<file path="config.mk">
export PLATFORM = sky130hd
export DESIGN_NAME = fir_coeff_bank_ctrl
export DESIGN_NICKNAME = d
export VERILOG_FILES = /design/src/rtl/fir_coeff_bank_ctrl.sv
export SDC_FILE = /design/constraint.sdc
export NUM_CORES = 2
export LEC_CHECK = 0
export CAP_MARGIN = 25
export CORE_AREA = 2 2 769 771
export CTS_BUF_LIST = sky130_fd_sc_hd__clkbuf_16
export DETAILED_ROUTE_END_ITERATION = 10
export DIE_AREA = 0 0 771 773
export GPL_TIMING_DRIVEN = 0
export PLACE_DENSITY_LB_ADDON = 0.1
export SETUP_SLACK_MARGIN = 0.02
export SLEW_MARGIN = 20
export SYNTH_ARGS = -nofsm -noshare
export SYNTH_HDL_FRONTEND = slang
export SYNTH_SLANG_ARGS = --single-unit
</file>
<file path="constraint.sdc">
create_clock -name clk_slow -period 3 [get_ports clk_slow]
set_clock_uncertainty 0.1 [all_clocks]
set_input_delay 0.6 -clock clk_slow [delete_from_list [all_inputs] [get_ports clk_slow]]
set_output_delay 0.6 -clock clk_slow [all_outputs]
set_load 0.02 [all_outputs]
</file>
<file path="src/rtl/fir_coeff_bank_ctrl.sv">
// Coefficient shadow/active bank controller for a 4-band FIR filter bank.
// Host writes go to shadow storage; a commit copies one band to active storage on a sample tick.
module fir_coeff_bank_ctrl #(
  parameter int ORDER  = 30,
  parameter int NBANDS = 4,
  parameter int CW     = 16
) (
  input  logic                       clk_slow,
  input  logic                       rst,
  input  logic                       wr_valid,
  output logic                       wr_ready,
  input  logic [1:0]                 wr_band,
  input  logic [4:0]                 wr_idx,
  input  logic [CW-1:0]              wr_data,
  input  logic                       commit_req,
  input  logic [1:0]                 commit_band,
  output logic                       commit_ack,
  input  logic                       sample_tick,
  output logic [NBANDS*ORDER*CW-1:0] coef_active,
  output logic [NBANDS-1:0]          band_valid,
  output logic                       busy,
  output logic                       err_idx
);

  localparam logic [4:0] ORDER_IDX = 5'(ORDER);
  localparam int         SET_W     = ORDER * CW;

  typedef enum logic [1:0] {IDLE, WAIT_TICK, COPY} state_t;

  state_t                       state;
  logic [1:0]                   band_q;
  logic [NBANDS*ORDER*CW-1:0]   shadow;
  logic [CW-1:0]                wdata_norm;

  // Negative zero collapses to +0 so downstream filters see a single zero encoding.
  assign wdata_norm = (wr_data[CW-2:0] == '0) ? '0 : wr_data;
  assign wr_ready   = (state == IDLE);

  always_ff @(posedge clk_slow or negedge rst) begin
    if (!rst) begin
      state       <= IDLE;
      band_q      <= '0;
      shadow      <= '0;
      coef_active <= '0;
      band_valid  <= '0;
      commit_ack  <= 1'b0;
      busy        <= 1'b0;
      err_idx     <= 1'b0;
    end else begin
      commit_ack <= 1'b0;

      // A write accepted alongside commit_req lands here first, so the commit includes it.
      if (state == IDLE && wr_valid) begin
        if (wr_idx >= ORDER_IDX)
          err_idx <= 1'b1;
        else
          shadow[(int'(wr_band) * ORDER + int'(wr_idx)) * CW +: CW] <= wdata_norm;
      end

      case (state)
        IDLE: begin
          if (commit_req) begin
            band_q <= commit_band;
            busy   <= 1'b1;
            state  <= WAIT_TICK;
          end
        end
        WAIT_TICK: begin
          if (sample_tick)
            state <= COPY;
        end
        COPY: begin
          for (int unsigned b = 0; b < NBANDS; b++) begin
            if (band_q == 2'(b)) begin
              coef_active[b*SET_W +: SET_W] <= shadow[b*SET_W +: SET_W];
              band_valid[b]                 <= 1'b1;
            end
          end
          commit_ack <= 1'b1;
          busy       <= 1'b0;
          state      <= IDLE;
        end
        default: begin
          busy  <= 1'b0;
          state <= IDLE;
        end
      endcase
    end
  end

endmodule

</file>
=== After elaboration in Yosys (flattened, before gate mapping) ===
Index checks and enable logic that the tools add are counted.

* Add/subtract/negate cells: 2
* Multipliers: 1
* Magnitude comparators: 1
* Eq/ne operators: 7
* Shift operators: 2
* Mux-type cells: 8
* Bitwise logic cells: 2
* Reductions and logical operators: 13

{| class="wikitable"
|+ Operators with widths
! operator !! number
|-
| bitwise mux 1920 bit || 1
|-
| variable shift 16 x 33 -> 1920 bit (first input constant) || 1
|-
| indexed part select 16 x 33 -> 1920 bit || 1
|-
| negator 12 -> 33 bit || 1
|-
| AND reduction 2 bit || 9
|-
| two-way mux 16 bit || 1
|-
| zero test 15 bit || 1
|-
| adder 7 x 5 -> 8 bit || 1
|-
| equality test 2 bit (second input constant) || 3
|-
| multiplier 2 x 4 -> 6 bit (second input constant) || 1
|-
| >= comparator 5 bit (second input constant) || 1
|-
| equality test 2 x 1 -> 1 bit (second input constant) || 2
|-
| zero test 2 bit || 2
|-
| two-way mux 2 bit || 2
|-
| one-hot mux 2 bit (2 select lines) || 1
|-
| two-way mux 1 bit || 2
|-
| != test 2 x 1 -> 1 bit (second input constant) || 1
|-
| != test 2 bit (second input constant) || 1
|-
| inverter 1 bit || 2
|-
| one-hot mux 1 bit (2 select lines) || 1
|-
| logical AND 1 bit || 1
|}

* Register bits after elaboration: 3851
* Output and inout port bits: 1928
* Logic and storage cells: 50

=== Logic depth before layout (Yosys ltp) ===
* Depth after elaboration: 5
* Mapped depth: 19
* Gate-level depth less buffers: 15

=== Worst setup path before layout ===
Ideal clock, no wire load.

* Path type: input to register
* Start point: in wr_band[0]
* End point: reg shadow[1782]
* Setup time: 0.125 ns
* Data arrival time: 4.254 ns
* Required time: 2.775 ns
* Path slack: -1.479 ns
* Stages on the path: 17
* Path buffers: 2
* Cell sequence: inv_1 > ha_1 > inv_1 > fa_1 > and3b_1 > or3_1 > a22oi_2 > nand2_1 > nor2_1 > ha_1 > and2_1 > buf_1 > and2_0 > nand2_1 > nor2_1 > buf_2 > mux2_2

* Longest elaborated chain between the ends: 5
* Elaborated cells on any way between the ends: 6
* Classes of those cells: add/sub: 2; mul: 1; shift: 2; mux: 1

{| class="wikitable"
|+ RTL lines
! what !! RTL line !! source
|-
| start: declaration || 12 || <nowiki>input logic [1:0] wr_band,</nowiki>
|-
| multiplier 2 x 4 -> 6 bit * || 57 || <nowiki>shadow[(int'(wr_band) * ORDER + int'(wr_idx)) * CW +: CW] <= wdata_norm;</nowiki>
|-
| adder 7 x 5 -> 8 bit * || 57 ||
|-
| negator 12 -> 33 bit * || 57 ||
|-
| indexed part select 16 x 33 -> 1920 bit or variable shift 16 x 33 -> 1920 bit (tied branches) || 57 ||
|-
| bitwise mux 1920 bit * || 57 ||
|-
| end signal: indexed assignment || 57 ||
|-
| end: declaration || 32 || <nowiki>logic [NBANDS*ORDER*CW-1:0] shadow;</nowiki>
|}

Mark *: on every way between the ends. The rest lies on a longest branch, timed or not.
A chain may end at the register's enable or synchronous reset.

=== Worst setup path after layout ===
* Start point: in wr_band[0]
* End point: reg shadow[1494]

The elaborated chain is that of the path after synthesis.

==> results.py <==
metrics = {
    "die": {
        "dieArea_sq_um": 596000,
        "die_w_um": 771,
        "io_pins": 1958,
        "core-area_sq_um": 588000,
        "dieHeight_um": 773,
        "placementRows": 282,
        "floorplan.initialDensity": 0.245,
    },
    "timing": {
        "slew_viol_final": 0,
        "setup_ws_ps": -473,
        "finalCritPeriodShare": 1.16,
        "hold_slack_ps": 158,
        "setup_viol": 2546,
        "fin_setup_tns_ps": -520000,
        "fmax_mhz": 288,
        "maxSlewHeadroom": 0.285,
        "period_minus_slack_ps": 3470,
        "worstMarginPinSlew_ps": 1070,
        "finalHoldViolCount": 0,
        "rsz0062_at_grt": "true",
    },
    "layout": {
        "fin_area_sq_um": 200000,
        "final_layout_size_suffix_gt1_frac": 0.358,
        "fillerInstances": 57600,
        "finalNetCount": 12800,
        "seqCellArea_sq_um": 96400,
        "layout_commonest_cell": "dfrtp_1",
        "final_cell_mix": "dfrtp_1, mux2_2, clkdlybuf4s50_1",
        "multi_input_area_sq_um": 46700,
        "fin_util": 0.340,
        "syn_to_final_growth_pct": 38.9,
    },
    "placed_design": {
        "pre_cts_ws_ps": -4240,
        "dpl_cell_area_sq_um": 177000,
        "dpl.hpwl_mm": 553,
        "portBuffers": 1956,
        "gp_congestion": 0.807,
    },
    "clocking": {
        "clk_pin_slew_ps": 60,
        "cts_max_level": 5,
        "cts_made_buffers": 451,
        "insertion_delay_ps": 1040,
        "cts_tree": "built",
        "clockBufferDepth": 4,
        "cts_sinks": 3851,
        "clockRootBuffer": "clkbuf_16",
    },
    "critical_path": {
        "path_max_fanout": 10,
        "worstReg2RegEnd": "coef_active[99]$_DFFE_PN0P_",
        "start_kind": "primary input",
        "r2r_slack_ps": -220,
        "end_kind": "flop",
        "path_class": "in -> reg",
        "r2r-start": "state[1]$_DFFE_PN0P_",
        "required_ps": 3810,
        "cp.arrival_ps": 4280,
        "r2r_cells": 7,
    },
    "grt": {
        "grt_max_degree": 147,
        "grt_pass1_vias": 100000,
        "grt.total_usage": 0.238,
        "grt_pass1_wl_mm": 960,
        "antenna_found_initial": 88,
        "overflow": 0,
    },
    "synth": {
        "synth-edff-count": 0,
        "synth_top_area_share": 0.670,
        "yosysTopAreaCell": "dfrtp_1",
        "yosysSeqAreaShare": 0.670,
        "yosys_warnings": 0,
        "syn_nets": 9905,
        "syn_area_per_cell_sq_um": 14.6,
        "synthTopCellsByArea": "dfrtp_1, mux2_2, o21ai_0",
        "syn_inst": 9864,
        "async_flop_share": 1.00,
        "ys_types": 66,
        "syn-cell-area_sq_um": 144000,
        "synth-main-ff-cell": "dfrtp_1",
        "synth-seq-cells": 3851,
    },
    "route": {
        "vias_per_cell": 4.51,
        "drtIter0Drc": 5673,
        "drc": 0,
        "wl_per_cell_um": 34.9,
        "ant_nets": 0,
        "first_pass_iters": 8,
        "routed_wirelength_mm": 730,
        "via_count": 94600,
    },
    "run_status": {
        "violations": "negative setup slack",
        "status": "finished, violations left",
    },
    "min_path": {
        "min_from": "commit_req",
        "min_path_type": "in -> reg",
        "whs_endpoint": "state[0]$_DFFE_PN0P_",
        "holdPathStages": 3,
    },
    "power_and_ir_drop": {
        "p_leak_nw": 93.4,
        "cell_internal_pwr_w": 0.0948,
        "p_sw_w": 0.0406,
        "p_clk_frac": 0.393,
        "p_sw_frac": 0.300,
        "irDropWorstVdd_uv": 505,
        "p_comb_frac": 0.171,
        "seqPwrFrac": 0.436,
        "power.density_nw_per_um2": 678,
    },
    "job": {
        "maxCapViolCount": 0,
    },
}
## per-stage QoR
step	power, W	instances
2_1_floorplan	0.0679	9864
3_3_place_gp	0.0806	19600
3_5_place_dp	0.0821	19800
4_1_cts	0.137	20900
5_1_grt	0.141	20900
6_report	0.135	20900
## synth_stat cells (all sizes together), types with 9 or more instances
cell        n
nand2     930
dfrtp    3851
ha         10
and2       50
o31ai      65
and3       26
o21ai    1121
inv        17
nand3      34
clkbuf    573
mux2     2844
buf       132
o2111ai    51
nor3       28
nor2       40
or3         9
## timing repair
| item | in CTS | in global routing |
|---|---|---|
| hold buffers | 6 | 10 |
| gates resized for setup | 1109 | 260 |
| endpoints found under the hold margin | 456 | 285 |
| setup endpoints to repair | 5293 | 4232 |
| buffers inserted | 226 | 11 |
| pin swaps | 115 | 17 |
| cloned | 35 | 16 |
## layout make-up
class | count | share of cell area
Antenna cell | 50 | 0.000626
Buffer | 698 | 0.0273
Clock buffer | 452 | 0.0566
Clock inverter | 375 | 0.0141
Inverter | 17 | 0.000395
Multi-Input combinational cell | 5291 | 0.234
Sequential cell | 3851 | 0.482
Tap cell | 7810 | 0.0489
Timing Repair Buffer | 2405 | 0.136
## flip-flops by register name (all words and copies together) (netlist names)
name and cells:
err_idx 1, band_valid 4, shadow 1920, coef_active 1920
busy 1, commit_ack 1, band_q 2, state 2
## worst max-delay path by stage
stage                           from                         to
final                     wr_band[0]   shadow[1494]$_DFFE_PN0P_
after global routing      wr_band[0]   shadow[1348]$_DFFE_PN0P_
after CTS                 wr_band[0]   shadow[1358]$_DFFE_PN0P_
after detailed placement   wr_idx[1]   shadow[1775]$_DFFE_PN0P_
after global placement           rst  band_valid[2]$_DFFE_PN0P_
after floorplan           wr_band[0]   shadow[1350]$_DFFE_PN0P_
## kinds of logic after synthesis
group	share of synthesized area
AOI/OAI and AO/OA	0.0470
xor gates and xnor gates	0.000644
adders and majority gates	0.00101
buffers and inverters	0.0213
DFF	0.670
muxes	0.224
and+or+nand+nor	0.0361
## critical path, stage by stage
cell	delay, ps
buf_8	100
inv_4	40
ha_4	260
inv_2	40
fa_2	420
and3b_1	300
or3_4	150
a22oi_2	80
nand2_2	90
nor2_2	40
ha_1	190
clkbuf_8	190
nor3_4	200
buf_12	150
buf_16	160
clkinvlp_4	140
buf_16	170
nor3_4	220
buf_12	160
buf_12	140
mux2_2	330
## power by group through the flow
stage	Combinational (W)	Sequential (W)	Clock [W]
after floorplan	0.00633	0.0616	0
after global placement	0.0204	0.0602	0
after global routing	0.0244	0.0595	0.0570
after CTS	0.0235	0.0591	0.0548
final	0.0231	0.0590	0.0532
after detailed placement	0.0222	0.0599	0
## routing by layer
| metal | vias to the layer above | routed length [um] | track usage |
|---|---|---|---|
| li1 | 40200 | - | - |
| met4 | 12 | 36900 | 0.100 |
| met2 | 2944 | 346000 | 0.395 |
| met5 | - | 80 | 0 |
| met1 | 50500 | 289000 | 0.283 |
| met3 | 875 | 58400 | 0.0767 |
No activity file was read; power rests on OpenSTA's default activity.
